[src/rtl/ifetch.sv]
// Instruction fetch stage: byte PC, word-indexed instruction memory port, one IF/ID register.
// Build option IFETCH_MISALIGN_TRAP_EN: trap on redirects to non-word-aligned targets instead of truncating them.
module ifetch #(
  parameter logic [31:0] RESET_PC  = 32'h00000000,
  parameter logic [31:0] NOP_INSTR = 32'h00000013
) (
  input  logic        clk,
  input  logic        reset,
  input  logic        stall,
  input  logic        redirect_valid,
  input  logic [31:0] redirect_pc,
  output logic [31:0] iaddr,
  input  logic [31:0] idata,
  output logic        if_valid,
  output logic [31:0] if_pc,
  output logic [31:0] if_instr,
  output logic        misalign,
  output logic [31:0] fetch_cnt
);

  logic [31:0] r_pc;
  logic        r_if_valid;
  logic [31:0] r_if_pc;
  logic [31:0] r_if_instr;
  logic [31:0] r_fetch_cnt;
  logic        w_misalign;

`ifdef IFETCH_MISALIGN_TRAP_EN
  logic r_misalign;
  assign w_misalign = r_misalign;
`else
  assign w_misalign = 1'b0;
`endif

  assign iaddr     = {2'b00, r_pc[31:2]};
  assign if_valid  = r_if_valid;
  assign if_pc     = r_if_pc;
  assign if_instr  = r_if_instr;
  assign misalign  = w_misalign;
  assign fetch_cnt = r_fetch_cnt;

  always_ff @(posedge clk) begin
    if (reset) begin
      r_pc        <= RESET_PC;
      r_if_valid  <= 1'b0;
      r_if_pc     <= 32'h0;
      r_if_instr  <= NOP_INSTR;
      r_fetch_cnt <= 32'h0;
`ifdef IFETCH_MISALIGN_TRAP_EN
      r_misalign  <= 1'b0;
`endif
    end else if (redirect_valid) begin
      // A redirect squashes the instruction already in IF/ID, even under stall
      r_if_valid <= 1'b0;
      r_if_pc    <= 32'h0;
      r_if_instr <= NOP_INSTR;
`ifdef IFETCH_MISALIGN_TRAP_EN
      r_pc       <= redirect_pc;
      r_misalign <= |redirect_pc[1:0];
`else
      r_pc       <= redirect_pc & 32'hFFFF_FFFC;
`endif
    end else if (stall) begin
      r_pc <= r_pc;
    end else if (w_misalign) begin
      // Trapped: emit bubbles and keep the offending PC until redirected or reset
      r_if_valid <= 1'b0;
      r_if_pc    <= 32'h0;
      r_if_instr <= NOP_INSTR;
    end else begin
      r_if_valid  <= 1'b1;
      r_if_pc     <= r_pc;
      r_if_instr  <= idata;
      r_pc        <= r_pc + 32'd4;
      r_fetch_cnt <= r_fetch_cnt + 32'd1;
    end
  end

endmodule

[config.mk]
export PLATFORM = sky130hd
export DESIGN_NAME = ifetch
export DESIGN_NICKNAME = d
export VERILOG_FILES = /design/src/rtl/ifetch.sv
export SDC_FILE = /design/constraint.sdc
export NUM_CORES = 1
export LEC_CHECK = 0
export BUFFER_PORTS_ARGS = -buffer_cell sky130_fd_sc_hd__buf_2
export CELL_PAD_IN_SITES_DETAIL_PLACEMENT = 0
export CELL_PAD_IN_SITES_GLOBAL_PLACEMENT = 1
export CORE_UTILIZATION = 35
export CTS_BUF_LIST = sky130_fd_sc_hd__clkbuf_8 sky130_fd_sc_hd__clkbuf_16
export DETAILED_ROUTE_END_ITERATION = 7
export GPL_ROUTABILITY_DRIVEN = 0
export GPL_TIMING_DRIVEN = 0
export PLACE_DENSITY = 0.76
export SETUP_SLACK_MARGIN = 0.05
export SLEW_MARGIN = 20
export SYNTH_ARGS = -nofsm -noshare
export SYNTH_HDL_FRONTEND = slang
export SYNTH_SLANG_ARGS = --single-unit
[constraint.sdc]
create_clock -name clk -period 5.8 [get_ports clk]
set_input_delay 0.58 -clock clk [delete_from_list [all_inputs] [get_ports clk]]
set_output_delay 0.58 -clock clk [all_outputs]
set_load 0.05 [all_outputs]
==> results of run 1 <==
-- flip-flops by register name, indices dropped and copies added, names as in the netlist --
signal	count
fetch_cnt	32
if_instr	32
if_pc	30
r_pc	30
if_valid	1
-- worst max-delay path by stage --
| stage | from | end | slack (ps) |
|---|---|---|---|
| floorplan | r_pc[2]$_SDFFE_PP0P_ | r_pc[24]$_SDFFE_PP0P_ | 3510 |
| global placement | stall | if_instr[3]$_SDFFE_PP0N_ | 3230 |
| detailed placement | stall | if_instr[9]$_SDFFE_PP0N_ | 3170 |
| CTS | fetch_cnt[0]$_SDFFE_PP0P_ | fetch_cnt[28]$_SDFFE_PP0P_ | 3610 |
| global route | r_pc[15]$_SDFFE_PP0P_ | r_pc[27]$_SDFFE_PP0P_ | 3440 |
| finish | fetch_cnt[0]$_SDFFE_PP0P_ | fetch_cnt[28]$_SDFFE_PP0P_ | 3630 |
-- kinds of logic (layout without fill, tap and decap cells) --
logic type / Yosys count / in the layout / synth area share (%)
and+or+nand+nor: 249 / 249 / 23.0
muxes: 69 / 69 / 12.7
DFF: 125 / 125 / 45.3
xor gates and xnor gates: 24 / 24 / 3.80
other: 1 / 6 / 0.0679
AOI/OAI and AO/OA: 79 / 79 / 9.74
adders and majority gates: 2 / 2 / 0.453
buffers and inverters: 60 / 280 / 4.98
-- critical path: stages, from the launching register on --
cell and delay, ps:
dfxtp_1 390, ha_1 160, nor3b_2 410, nand4_1 370
nor4_1 380, mux2_2 370
-- metal layers --
layer | track usage (%) | part of all wire [%] | vias up
met5 | 0 | 0.068 | -
met4 | 5.81 | 1.2 | 2
met3 | 6.37 | 8.0 | 17
met2 | 33.6 | 47 | 185
met1 | 25.2 | 44 | 2407
li1 | - | - | 2590
-- placed cells by master (no fill, tap or decap), drive strengths merged, types with 2 or more instances in the layout --
master,instances
and2,4
clkbuf,53
mux2i,61
xnor2,11
nand2b,2
o31a,7
nand4,15
o31ai,12
and3,6
xor2,13
nor2,107
a311oi,8
a211oi,13
conb,5
inv,17
nor3,7
mux2,8
a21oi,23
o21ai,9
or2,2
nand4b,2
and4,10
nor2b,7
clkinv,4
buf,204
nand2,33
or4,13
nor4,14
nand3,15
or3,8
ha,2
a2111oi,3
dfxtp,125
-- area by class of cell --
| cell class | instances | area, um2 |
|---|---|---|
| Fill cell | 1527 | 7980 |
| Multi-Input combinational cell | 428 | 2760 |
| Sequential cell | 125 | 2500 |
| Timing Repair Buffer | 188 | 941 |
| Clock buffer | 24 | 522 |
| Tap cell | 211 | 264 |
| Buffer | 45 | 219 |
| Clock inverter | 8 | 63.8 |
| Inverter | 15 | 56.3 |
| Antenna cell | 1 | 2.50 |
-- metrics by stage --
step / area, um2 / util (%) / hold WS (ps)
after detailed placement: 6750 / 44.0 / 436
after CTS: 7330 / 47.9 / 354
after global routing: 7330 / 47.9 / 374
after floorplan: 5540 / - / 668
final: 7330 / 47.9 / 367
after global placement: 6750 / 44.0 / 436
-- report_power, final --
part           leakage [uW]  switching (uW)  total (uW)  internal, uW
clock network      0.000302             370        1030           661
logic               0.00196             188         270          81.6
registers           0.00102            31.6         919           887
==> results.sh, run 1 <==
export IMPL_synth_async_reset_ratio_pct=0
export IMPL_clk_latency_ps=420
export IMPL_ant_nets=0
export IMPL_path_clk_slew_ps=50
export IMPL_irDropWorstVdd_v=0.000201
export IMPL_p_leak_uw=0.00328
export IMPL_hp_start="idata[0]"
export IMPL_synth_seq_area_share_pct=45.3
export IMPL_fin_ws_ps=3630
export IMPL_netlist_top_cells_area="dfxtp_1 (45%), mux2i_1 (11%), nor2_1 (7.3%), nand2_1 (2.2%), a21oi_1 (2.1%)"
export IMPL_yosysTopAreaCell="dfxtp_1"
export IMPL_postCtsSetupBuffers=0
export IMPL_drtIter0Drc=258
export IMPL_r2r_cells=5
export IMPL_cts_resized=0
export IMPL_drcViolationCount=0
export IMPL_min_delay_worst_endpoint="if_instr[0]$_SDFFE_PP1N_"
export IMPL_clock_fmax_mhz=460
export IMPL_drtPass1Iterations=5
export IMPL_cp_end_kind="flop"
export IMPL_top_level_ports=198
export IMPL_cp_arrival_ps=2480
export IMPL_rrSetupSlack_ps=3630
export IMPL_clock_path_buffers=2
export IMPL_layout_cells_non_filler=1045
export IMPL_grt_pass1_wl_um=25500
export IMPL_hold_buffers=0
export IMPL_area_delta_synth_final_pct=32.7
export IMPL_ys_ff_latch=125
export IMPL_layout_nets=890
export IMPL_grt_use_total_pct=20.2
export IMPL_htreeDepth=4
export IMPL_antenna_found_initial=1
export IMPL_rsz0062_at_grt="no"
export IMPL_dp_slack_ps=3170
export IMPL_num_vias=5201
export IMPL_die_w_um=128
export IMPL_first_global_vias=4883
export IMPL_r2r_start="fetch_cnt[0]$_SDFFE_PP0P_"
export IMPL_drv_cap=0
export IMPL_power_total_uw=2220
export IMPL_wl_per_cell_um=15.5
export IMPL_root_buffer="clkbuf_16"
export IMPL_crit_required_ps=6110
export IMPL_syn_inst=609
export IMPL_dieArea_um2=16300
export IMPL_avgViaCountPerCell=4.98
export IMPL_relSlewSlack_pct=48.8
export IMPL_die_y_um=128
export IMPL_yosysWarnings=0
export IMPL_tritoncts="built"
export IMPL_fin_crit_sh_pct=37.5
export IMPL_slew_violations=0
export IMPL_crit_fanout=7
export IMPL_finalClockSkew_ps=5.07
export IMPL_yosys_cell_types_count=51
export IMPL_rows=45
export IMPL_avgSynthCellArea_um2=9.07
export IMPL_yosysMostFrequentCell="dfxtp_1"
export IMPL_setup_viol=0
export IMPL_hold_depth=3
export IMPL_worst_pin_slew_ps=761
export IMPL_coreArea_um2=15300
export IMPL_dpl_hpwl_um=11800
export IMPL_worstSetupPathType="reg2reg"
export IMPL_grt_max_degree=17
export IMPL_placedCellCount=1012
export IMPL_synth_top_area_share_pct=45.3
export IMPL_ys_flop_type="dfxtp_1"
export IMPL_syn_area_um2=5530
export IMPL_power_density_nw_per_um2=303
export IMPL_grt_overflow=0
export IMPL_start_util_pct=36.1
export IMPL_tns_ps=0
export IMPL_period_minus_slack_ps=2170
export IMPL_hold_viol=0
export IMPL_critPathLaunchType="flop"
export IMPL_r2r_end="fetch_cnt[28]$_SDFFE_PP0P_"
export IMPL_io_buffers=188
export IMPL_ys_top_cells_by_count="dfxtp_1 (125), nor2_1 (107), mux2i_1 (61)"
export IMPL_status="complete, no violations"
export IMPL_final_layout_size_suffix_gt1_share_pct=30.0
export IMPL_numCtsBuffers=17
export IMPL_synth_edf_count=0
export IMPL_clock_sinks=125
export IMPL_drt_wl_total_um=16200
export IMPL_hold_path_class="in2reg"
(Power assumes the default switching activity.)
==> run 2, diff against run 1 <==
- clock period: 5.8 -> 2.1 ns (I/O delays scaled with it)
==> results.sh, run 2 (synthesis gave the netlist of run 1 again) <==
export IMPL_diodes=0
export IMPL_coreArea_um2=15300
export IMPL_rows=45
export IMPL_dpl_hpwl_um=11800
export IMPL_worstSetupPathType="reg2reg"
export IMPL_start_util_pct=36.1
export IMPL_critPathLaunchType="flop"
export IMPL_clock_sinks=125
export IMPL_status="complete, no violations"
export IMPL_p_leak_uw=0.00338
export IMPL_drcViolationCount=0
export IMPL_path_clk_slew_ps=60
export IMPL_ant_nets=0
export IMPL_placedCellCount=1012
export IMPL_cp_arrival_ps=2250
export IMPL_clock_path_buffers=2
export IMPL_period_minus_slack_ps=1940
export IMPL_layout_cells_non_filler=1054
export IMPL_root_buffer="clkbuf_16"
export IMPL_die_w_um=128
export IMPL_slew_violations=0
export IMPL_setup_viol=0
export IMPL_grtUsageMet3_pct=5.95
export IMPL_fin_crit_sh_pct=92.6
export IMPL_wl_per_cell_um=15.4
export IMPL_avgViaCountPerCell=5.02
export IMPL_num_vias=5294
export IMPL_cp_end_kind="flop"
export IMPL_worst_pin_slew_ps=826
export IMPL_hold_viol=0
export IMPL_drv_cap=0
export IMPL_met2_usage_pct=32.1
export IMPL_area_delta_synth_final_pct=36.3
export IMPL_crit_fanout=10
export IMPL_tns_ps=0
export IMPL_power_total_uw=6170
export IMPL_clk_latency_ps=420
export IMPL_fin_ws_ps=156
export IMPL_grt_pass1_wl_um=25700
export IMPL_rsz0062_at_grt="yes"
export IMPL_finalClockSkew_ps=7.71
export IMPL_antenna_found_initial=0
export IMPL_grt_use_total_pct=20.4
export IMPL_dieArea_um2=16300
export IMPL_htreeDepth=4
export IMPL_final_layout_size_suffix_gt1_share_pct=35.0
export IMPL_grt_overflow=0
export IMPL_layout_commonest_cell="buf_2"
export IMPL_dp_slack_ps=-156
export IMPL_clock_fmax_mhz=514
export IMPL_tritoncts="built"
export IMPL_layout_nets=901
export IMPL_drt_wl_total_um=16200
export IMPL_grt_use_met1_pct=25.5
export IMPL_power_density_nw_per_um2=819
export IMPL_hold_path_class="in2reg"
export IMPL_drtPass1Iterations=4
export IMPL_die_y_um=128
export IMPL_grt_max_degree=17
export IMPL_relSlewSlack_pct=44.9
export IMPL_layout_common_cells="buf_2 (191), nor2_1 (107), dfxtp_1 (94), mux2i_1 (61), nand2_1 (32)"
export IMPL_postLayoutCoreUtil_pct=49.2
export IMPL_crit_required_ps=2400
export IMPL_grt_busiest_layer="met2"
export IMPL_irDropWorstVdd_v=0.000561
export IMPL_first_global_vias=5009
export IMPL_drtIter0Drc=254
export IMPL_top_level_ports=198
export IMPL_io_buffers=188
export IMPL_numCtsBuffers=17
## run 2: changes by cell type in the layout (fill, tap and decap cells not counted), sizes merged, moves of 2 or more
cell,before,now
buf,204,213
clkbuf,53,47
clkinv,4,6
dlygate4sd3,0,4
## run 2: metrics by stage
stage | hold WS (ps) | instance area (um2)
after floorplan | 334 | 5580
after global placement | 424 | 6790
after detailed placement | 430 | 6790
after CTS | 0.550 | 7420
after global routing | 8.79 | 7530
final | 14.7 | 7530
## run 2: final timing paths
| kind | end | cells past startpoint | slack, ps | start |
|---|---|---|---|---|
| max reg2reg | r_pc[30]$_SDFFE_PP0P_ | 6 | 160 | r_pc[2]$_SDFFE_PP0P_ |
| min reg2reg | if_valid$_SDFFE_PP0N_ | 2 | 460 | if_valid$_SDFFE_PP0N_ |
| min | if_instr[31]$_SDFFE_PP0N_ | 3 | 10 | idata[31] |
| max | r_pc[30]$_SDFFE_PP0P_ | 6 | 160 | r_pc[2]$_SDFFE_PP0P_ |
## run 2: final cells by class
type,instances,area (um2)
inverter,15,56.3
fill,1538,7780
tap,211,264
clock inverter,11,100
buffer,43,220
timing repair buffer,201,1050
clock buffer,20,478
sequential,125,2550
multi-input combinational,428,2820
## run 2: where the power goes
part / internal [uW] / leakage [uW] / total [uW] / switching (uW)
Clock: 1840 / 0.000305 / 2860 / 1020
Sequential: 2460 / 0.00103 / 2550 / 91.2
Combinational: 233 / 0.00205 / 756 / 522
## run 2: repair_timing
action | 4_1_cts | 5_1_grt
endpoints found under the hold margin | 4 | 0
endpoints found under the setup margin | 3 | 18
hold buffers | 4 | 0
resized for setup | 2 | 14
pin swaps | 0 | 6
cloned | 0 | 0
setup buffers | 0 | 9
## run 2: critical path, stage by stage, from the launching register on
cell and delay (ps):
dfxtp_4 370, ha_2 170, nand4b_1 110, clkbuf_2 230, nor4_1 470, a211oi_1 140
a2111oi_0 330
## run 2: layer usage
layer | wire length, um | share of wire, %
met1 | 7270 | 45
met2 | 7560 | 47
met3 | 956 | 5.9
met4 | 437 | 2.7
met5 | 0 | 0
